`src/rtl/grid_access_arbiter_pkg.sv`:
```
// Shared opcodes, free-cell marker and sequencer state encoding for the
// grid access arbiter.
package grid_access_arbiter_pkg;

  localparam logic [1:0] OP_READ  = 2'd0;
  localparam logic [1:0] OP_WRITE = 2'd1;
  localparam logic [1:0] OP_CLAIM = 2'd2;
  localparam logic [1:0] OP_RSVD  = 2'd3;

  localparam int EMPTY = -1;

  typedef enum logic [2:0] {
    ARB, ISSUE, WAIT, CAPTURE, WR, DONE
  } state_t;

endpackage

```
`src/rtl/grid_access_arbiter_if.sv`:
```
// Worker-side request/ack bundle plus the single-port placement RAM pins.
interface grid_access_arbiter_if #(
  parameter int NREQ = 4,
  parameter int AW   = 32,
  parameter int DW   = 32
);
  logic [NREQ-1:0]         req;
  logic [NREQ-1:0][1:0]    op;
  logic [NREQ-1:0][AW-1:0] addr;
  logic [NREQ-1:0][DW-1:0] wdata;
  logic [NREQ-1:0]         ack;
  logic [DW-1:0]           rdata;
  logic                    claim_ok;
  logic                    err;
  logic                    mem_read;
  logic                    mem_write;
  logic [AW-1:0]           mem_addr;
  logic [DW-1:0]           mem_din;
  logic [DW-1:0]           mem_dout;

  modport master (
    output req, op, addr, wdata, mem_dout,
    input  ack, rdata, claim_ok, err, mem_read, mem_write, mem_addr, mem_din
  );

  modport slave (
    input  req, op, addr, wdata, mem_dout,
    output ack, rdata, claim_ok, err, mem_read, mem_write, mem_addr, mem_din
  );
endinterface

```
`src/rtl/grid_access_arbiter_rr_pick.sv`:
```
// Combinational round-robin selector: first requester strictly after last.
module grid_access_arbiter_rr_pick #(
  parameter int NREQ = 4,
  parameter int IW   = $clog2(NREQ)
) (
  input  logic [NREQ-1:0] req,
  input  logic [IW-1:0]   last,
  output logic [IW-1:0]   grant,
  output logic            any
);
  logic [IW-1:0] idx;

  always_comb begin
    grant = '0;
    any   = 1'b0;
    idx   = '0;
    for (int k = 1; k <= NREQ; k++) begin
      idx = IW'((int'(last) + k) % NREQ);
      if (!any && req[idx]) begin
        any   = 1'b1;
        grant = idx;
      end
    end
  end
endmodule

```
`src/rtl/grid_access_arbiter.sv`:
```
// Round-robin sequencer sharing one placement RAM among NREQ workers;
// supports READ, WRITE and an atomic read-test-write CLAIM.
module grid_access_arbiter
  import grid_access_arbiter_pkg::*;
#(
  parameter int NREQ   = 4,
  parameter int AW     = 32,
  parameter int DW     = 32,
  parameter int DEPTH  = 36,
  parameter int RD_LAT = 2
) (
  input  logic                  clk,
  input  logic                  reset,
  grid_access_arbiter_if.slave  bus
);
  localparam int IW  = $clog2(NREQ);
  localparam int WCW = (RD_LAT > 2) ? $clog2(RD_LAT - 1) : 1;

  state_t          state, state_n;
  logic [IW-1:0]   last, last_n, gnt;
  logic            any, bad, hit;
  logic [1:0]      op_q, op_n;
  logic [AW-1:0]   addr_q, addr_n;
  logic [DW-1:0]   wdata_q, wdata_n;
  logic            err_q, err_qn;
  logic [WCW-1:0]  wcnt, wcnt_n;
  logic            mem_read, mem_read_n, mem_write, mem_write_n;
  logic [AW-1:0]   mem_addr, mem_addr_n;
  logic [DW-1:0]   mem_din, mem_din_n;
  logic [NREQ-1:0] ack, ack_n;
  logic [DW-1:0]   rdata, rdata_n;
  logic            claim_ok, claim_ok_n, err, err_n;

  grid_access_arbiter_rr_pick #(.NREQ(NREQ), .IW(IW)) u_pick (
    .req   (bus.req),
    .last  (last),
    .grant (gnt),
    .any   (any)
  );

  assign bad = (bus.addr[gnt] >= AW'(DEPTH)) || (bus.op[gnt] == OP_RSVD);
  assign hit = (bus.mem_dout == DW'(EMPTY));

  always_comb begin
    state_n     = state;
    last_n      = last;
    op_n        = op_q;
    addr_n      = addr_q;
    wdata_n     = wdata_q;
    err_qn      = err_q;
    wcnt_n      = wcnt;
    mem_read_n  = 1'b0;
    mem_write_n = 1'b0;
    mem_addr_n  = mem_addr;
    mem_din_n   = mem_din;
    ack_n       = '0;
    rdata_n     = rdata;
    claim_ok_n  = claim_ok;
    err_n       = err;
    unique case (state)
      ARB: if (any) begin
        last_n  = gnt;
        op_n    = bus.op[gnt];
        addr_n  = bus.addr[gnt];
        wdata_n = bus.wdata[gnt];
        err_qn  = bad;
        // Rejected requests idle through the WR slot so their ack lands at t+2.
        if (bad) begin
          state_n = WR;
        end else if (bus.op[gnt] == OP_WRITE) begin
          state_n     = WR;
          mem_write_n = 1'b1;
          mem_addr_n  = bus.addr[gnt];
          mem_din_n   = bus.wdata[gnt];
        end else begin
          state_n    = ISSUE;
          mem_read_n = 1'b1;
          mem_addr_n = bus.addr[gnt];
        end
      end
      ISSUE: begin
        wcnt_n  = WCW'((RD_LAT > 2) ? RD_LAT - 2 : 0);
        state_n = (RD_LAT == 1) ? CAPTURE : WAIT;
      end
      WAIT: begin
        if (wcnt == '0) state_n = CAPTURE;
        else            wcnt_n  = wcnt - 1'b1;
      end
      CAPTURE: begin
        rdata_n = bus.mem_dout;
        if (op_q == OP_CLAIM) begin
          // Write-back decided on the live read data; nobody else can interleave.
          state_n     = WR;
          mem_write_n = hit;
          claim_ok_n  = hit;
          mem_addr_n  = addr_q;
          mem_din_n   = wdata_q;
        end else begin
          state_n    = DONE;
          ack_n      = NREQ'(1) << last;
          claim_ok_n = 1'b0;
          err_n      = 1'b0;
        end
      end
      WR: begin
        state_n = DONE;
        ack_n   = NREQ'(1) << last;
        err_n   = err_q;
        if (err_q || op_q != OP_CLAIM) claim_ok_n = 1'b0;
      end
      DONE:    state_n = ARB;
      default: state_n = ARB;
    endcase
  end

  always_ff @(posedge clk) begin
    if (reset) begin
      state     <= ARB;
      last      <= IW'(NREQ - 1);
      op_q      <= '0;
      addr_q    <= '0;
      wdata_q   <= '0;
      err_q     <= 1'b0;
      wcnt      <= '0;
      mem_read  <= 1'b0;
      mem_write <= 1'b0;
      mem_addr  <= '0;
      mem_din   <= '0;
      ack       <= '0;
      rdata     <= '0;
      claim_ok  <= 1'b0;
      err       <= 1'b0;
    end else begin
      state     <= state_n;
      last      <= last_n;
      op_q      <= op_n;
      addr_q    <= addr_n;
      wdata_q   <= wdata_n;
      err_q     <= err_qn;
      wcnt      <= wcnt_n;
      mem_read  <= mem_read_n;
      mem_write <= mem_write_n;
      mem_addr  <= mem_addr_n;
      mem_din   <= mem_din_n;
      ack       <= ack_n;
      rdata     <= rdata_n;
      claim_ok  <= claim_ok_n;
      err       <= err_n;
    end
  end

  assign bus.mem_read  = mem_read;
  assign bus.mem_write = mem_write;
  assign bus.mem_addr  = mem_addr;
  assign bus.mem_din   = mem_din;
  assign bus.ack       = ack;
  assign bus.rdata     = rdata;
  assign bus.claim_ok  = claim_ok;
  assign bus.err       = err;
endmodule
```
`src/flat_wrapper.sv`:
```
// flat-port wrapper written by rule: the top's interface ports become plain ports
module grid_access_arbiter_flat import grid_access_arbiter_pkg::*;
#(
  parameter int NREQ   = 4,
  parameter int AW     = 32,
  parameter int DW     = 32,
  parameter int DEPTH  = 36,
  parameter int RD_LAT = 2
)
  (clk, reset, bus_req, bus_op, bus_addr, bus_wdata, bus_mem_dout, bus_ack, bus_rdata, bus_claim_ok, bus_err, bus_mem_read, bus_mem_write, bus_mem_addr, bus_mem_din);
  grid_access_arbiter_if #(.NREQ(NREQ), .AW(AW), .DW(DW)) bus_i ();
  input  logic clk;
  input  logic reset;
  input wire logic [$bits(bus_i.req)-1:0] bus_req;
  input wire logic [$bits(bus_i.op)-1:0] bus_op;
  input wire logic [$bits(bus_i.addr)-1:0] bus_addr;
  input wire logic [$bits(bus_i.wdata)-1:0] bus_wdata;
  input wire logic [$bits(bus_i.mem_dout)-1:0] bus_mem_dout;
  output wire logic [$bits(bus_i.ack)-1:0] bus_ack;
  output wire logic [$bits(bus_i.rdata)-1:0] bus_rdata;
  output wire logic [$bits(bus_i.claim_ok)-1:0] bus_claim_ok;
  output wire logic [$bits(bus_i.err)-1:0] bus_err;
  output wire logic [$bits(bus_i.mem_read)-1:0] bus_mem_read;
  output wire logic [$bits(bus_i.mem_write)-1:0] bus_mem_write;
  output wire logic [$bits(bus_i.mem_addr)-1:0] bus_mem_addr;
  output wire logic [$bits(bus_i.mem_din)-1:0] bus_mem_din;
  assign bus_i.req = bus_req;
  assign bus_i.op = bus_op;
  assign bus_i.addr = bus_addr;
  assign bus_i.wdata = bus_wdata;
  assign bus_i.mem_dout = bus_mem_dout;
  assign bus_ack = bus_i.ack;
  assign bus_rdata = bus_i.rdata;
  assign bus_claim_ok = bus_i.claim_ok;
  assign bus_err = bus_i.err;
  assign bus_mem_read = bus_i.mem_read;
  assign bus_mem_write = bus_i.mem_write;
  assign bus_mem_addr = bus_i.mem_addr;
  assign bus_mem_din = bus_i.mem_din;
  grid_access_arbiter #(.NREQ(NREQ), .AW(AW), .DW(DW), .DEPTH(DEPTH), .RD_LAT(RD_LAT)) u_core (.clk(clk), .reset(reset), .bus(bus_i));
endmodule
```
`config.mk`:
```
export PLATFORM = sky130hd
export DESIGN_NAME = grid_access_arbiter_flat
export DESIGN_NICKNAME = d
export VERILOG_FILES = /design/src/rtl/grid_access_arbiter_pkg.sv /design/src/rtl/grid_access_arbiter_if.sv /design/src/rtl/grid_access_arbiter_rr_pick.sv /design/src/rtl/grid_access_arbiter.sv /design/src/flat_wrapper.sv
export SDC_FILE = /design/constraint.sdc
export NUM_CORES = 1
export LEC_CHECK = 0
export CAP_MARGIN = 0
export CORE_MARGIN = 4
export CORE_UTILIZATION = 30
export CTS_BUF_LIST = sky130_fd_sc_hd__clkbuf_16
export DETAILED_ROUTE_END_ITERATION = 10
export GPL_TIMING_DRIVEN = 0
export PLACE_DENSITY = 0.7
export SLEW_MARGIN = 25
export SYNTH_ARGS = -nofsm -noshare
export SYNTH_HDL_FRONTEND = slang
export SYNTH_SLANG_ARGS = --single-unit
```
`constraint.sdc`:
```
create_clock -name clk -period 8.2 [get_ports clk]
set_input_delay 2.05 -clock clk [delete_from_list [all_inputs] [get_ports clk]]
set_output_delay 2.05 -clock clk [all_outputs]
set_load 0.01 [all_outputs]
```
==> impl_metrics.json <==
{
  "slew_headroom_pct": 34.2,
  "cts_buffer_depth": 2,
  "finalSetupTns_ps": 0,
  "drive_gt1_share_pct": 4.81,
  "timing_hold_violations_final": 0,
  "crit_type": "primary input to register",
  "synth-seq-cells": 176,
  "power_density_nw_per_um2": 227,
  "mostFrequentLayoutCell": "nand2_1",
  "fin_ws_ps": 1510,
  "dp_hpwl_mm": 37.0,
  "synth.distinct_cells": 55,
  "status": "finished clean",
  "required_ps": 8500,
  "worst_slew_pin_slew_ps": 986,
  "syn-mean-instance-area_um2": 7.37,
  "core_area_um2": 31900,
  "finalSetupViolCount": 0,
  "slew_viol_final": 0,
  "antenna_found_initial": 0,
  "yosysWarnings": 0,
  "path_cells": "clkdlybuf4s50_1 -> mux2_4 -> mux2i_1 -> o311a_1 -> or2_1 -> clkbuf_1 -> clkbuf_1 -> mux4_2 -> nor4_1 -> o2111a_2 -> nand4_1 -> buf_2 -> a221oi_1 -> a311oi_1",
  "power_leakage_nw": 5.61,
  "max_freq_mhz": 149,
  "hp-class": "register to register",
  "drc": 0,
  "syn_nets": 1636,
  "avgRoutedWirePerCell_um": 20.9,
  "vias": 11800,
  "cp_data_arrival_time_ps": 6990,
  "crit_path_top_delay_cell": "clkbuf_1",
  "num_io_pins": 406,
  "max_stage_delay_ps": 640,
  "grt_setup_unrepaired": "no",
  "crit_path_frequent_cell": "clkbuf_1",
  "synth_top_area_cell": "dfxtp_1",
  "drtIter0Drc": 1011,
  "num-fill-cells": 3269,
  "clk_pin_slew_worst_paths_ps": 90,
  "grt.total_usage_pct": 24.5,
  "grt_overflow_total": 0,
  "fp.dieH_um": 189,
  "postRouteWirelength_mm": 46.0,
  "post-route-period-util_pct": 81.6,
  "htreeDepth": 4,
  "synth_ff_type": "dfxtp_1",
  "ys_async_sr_fraction_pct": 0,
  "ys_seq_area_share_pct": 36.0,
  "clock_sinks": 176,
  "max-cap-violations": 0,
  "postCtsSetupRepairBufs": 0,
  "cts_tree": "done",
  "ir_worst_vdd_v": 0.000140,
  "synth_area_um2": 9800,
  "grt_start_max_net_pins": 23,
  "min_period_ps": 6690,
  "root_buffer": "clkbuf_16",
  "end_kind": "register",
  "dieArea_um2": 35600,
  "crit_fanout": 10,
  "cts_resized": 0,
  "row_count": 65,
  "synthToLayoutAreaGrowth_pct": 53.3,
  "gp_congestion": 0.941,
  "grt_pass1_vias": 11600,
  "nets": 2059,
  "pre_cts_ws_ps": 1190,
  "start_util_pct": 30.7,
  "die_x_um": 189,
  "ys_top_cells_by_area": "dfxtp_1 36%, nand2_1 16%, a21oi_1 7.6%, a311oi_1 4.7%, mux2i_1 4.4%",
  "clock_latency_ps": 440,
  "cts_hold_buf": 0,
  "viasPerCell": 5.37,
  "port_buffers": 404,
  "synth_top_area_share_pct": 36.0,
  "antenna_cells": 0,
  "postRouteAntennaNets": 0,
  "startpoint_type": "primary input",
  "fin_skew_ps": 18.8,
  "drt_first_pass_iters": 5,
  "grt_pass1_wl_mm": 67.8,
  "layout_common_cells": "416 x nand2_1, 404 x clkdlybuf4s50_1, 176 x dfxtp_1",
  "cts_inserted_buffers": 17,
  "synth_edf_count": 0,
  "syn_inst": 1330
}
## layout make-up
class / instances / area [um2] / share of cell area, %
plain buffers: 126 / 557 / 3.71
clock buffers: 17 / 425 / 2.83
clock inverters: 15 / 211 / 1.41
inverters: 25 / 93.8 / 0.625
multi-input cells: 1003 / 5620 / 37.4
flip-flops and latches: 176 / 3520 / 23.5
well taps: 435 / 544 / 3.62
repair buffers: 404 / 4040 / 26.9
## through the flow
stage | power (W) | instance area (um2) | hold WS [ps] | util, % | std cells
final | 0.00341 | 15000 | 456 | 47.1 | 2201
after global routing | 0.00359 | 15000 | 472 | 47.1 | 2201
after CTS | 0.00340 | 15000 | 456 | 47.1 | 2201
after detailed placement | 0.00254 | 14400 | 445 | 45.1 | 2169
after global placement | 0.00251 | 14400 | 440 | 45.1 | 2169
after floorplan | 0.00192 | 9800 | 431 | - | 1330
## flip-flops by register name, indices dropped and copies added, names as in the netlist
name                  cells
u_core.bus.mem_din       32
u_core.bus.mem_addr      32
u_core.op_q               2
u_core.bus.ack            4
u_core.bus.rdata         32
u_core.wdata_q           32
u_core.bus.err            1
u_core.bus.mem_read       1
u_core.addr_q            32
u_core.state              3
u_core.last               2
u_core.bus.claim_ok       1
u_core.err_q              1
u_core.bus.mem_write      1
## cells in the mapped netlist, drive strengths merged, types with 15 or more instances
| master | instances |
|---|---|
| a21oi | 153 |
| a221oi | 21 |
| a311oi | 53 |
| a31oi | 33 |
| and3 | 53 |
| buf | 30 |
| clkbuf | 96 |
| dfxtp | 176 |
| inv | 25 |
| mux2i | 43 |
| nand2 | 416 |
| nand3 | 78 |
| nor2 | 23 |
| nor3 | 15 |
## critical path, delay by kind of cell
family,cells,cell delay [ps]
compound gates,4,1320
simple gates,3,860
buf+inv,4,1670
mux,3,1070
## final timing paths
path	depth (start not counted)	startpoint	end	slack, ps
worst max-delay path	14	bus_req[0]	u_core.bus.mem_addr[27]$_SDFFE_PP0P_	1510
worst min-delay path	2	u_core.bus.rdata[29]$_SDFFE_PP0P_	u_core.bus.rdata[29]$_SDFFE_PP0P_	460
worst max register to register	16	u_core.last[0]$_SDFFE_PP1P_	u_core.bus.mem_addr[27]$_SDFFE_PP0P_	2470
worst min register to register	2	u_core.bus.rdata[29]$_SDFFE_PP0P_	u_core.bus.rdata[29]$_SDFFE_PP0P_	460
## logic make-up (layout without fill, tap and decap cells)
| group | count (synthesis) | in the layout | share of synthesized area, % |
|---|---|---|---|
| AO/OA/AOI/OAI | 311 | 311 | 21.4 |
| XOR/XNOR | 1 | 1 | 0.0894 |
| adder cells (fa/ha/maj) | 4 | 4 | 0.511 |
| buffers and inverters | 151 | 587 | 6.64 |
| flip-flops | 176 | 176 | 36.0 |
| multiplexers | 58 | 58 | 7.46 |
| AND/OR/NAND/NOR | 629 | 629 | 27.9 |
## report_power, final
group	switching, W	total, W	internal, W
logic	0.000972	0.00154	0.000571
clock network	0.000442	0.000870	0.000427
registers	0.0000497	0.000995	0.000945
total	0.00146	0.00341	0.00194
## layer usage
layer,wire length [um],global-route usage (%)
met3,3710,4.95
met2,22400,42.1
met1,19000,31.3
met4,946,6.67
met5,0,0
Power figures use the tool's default switching activity.
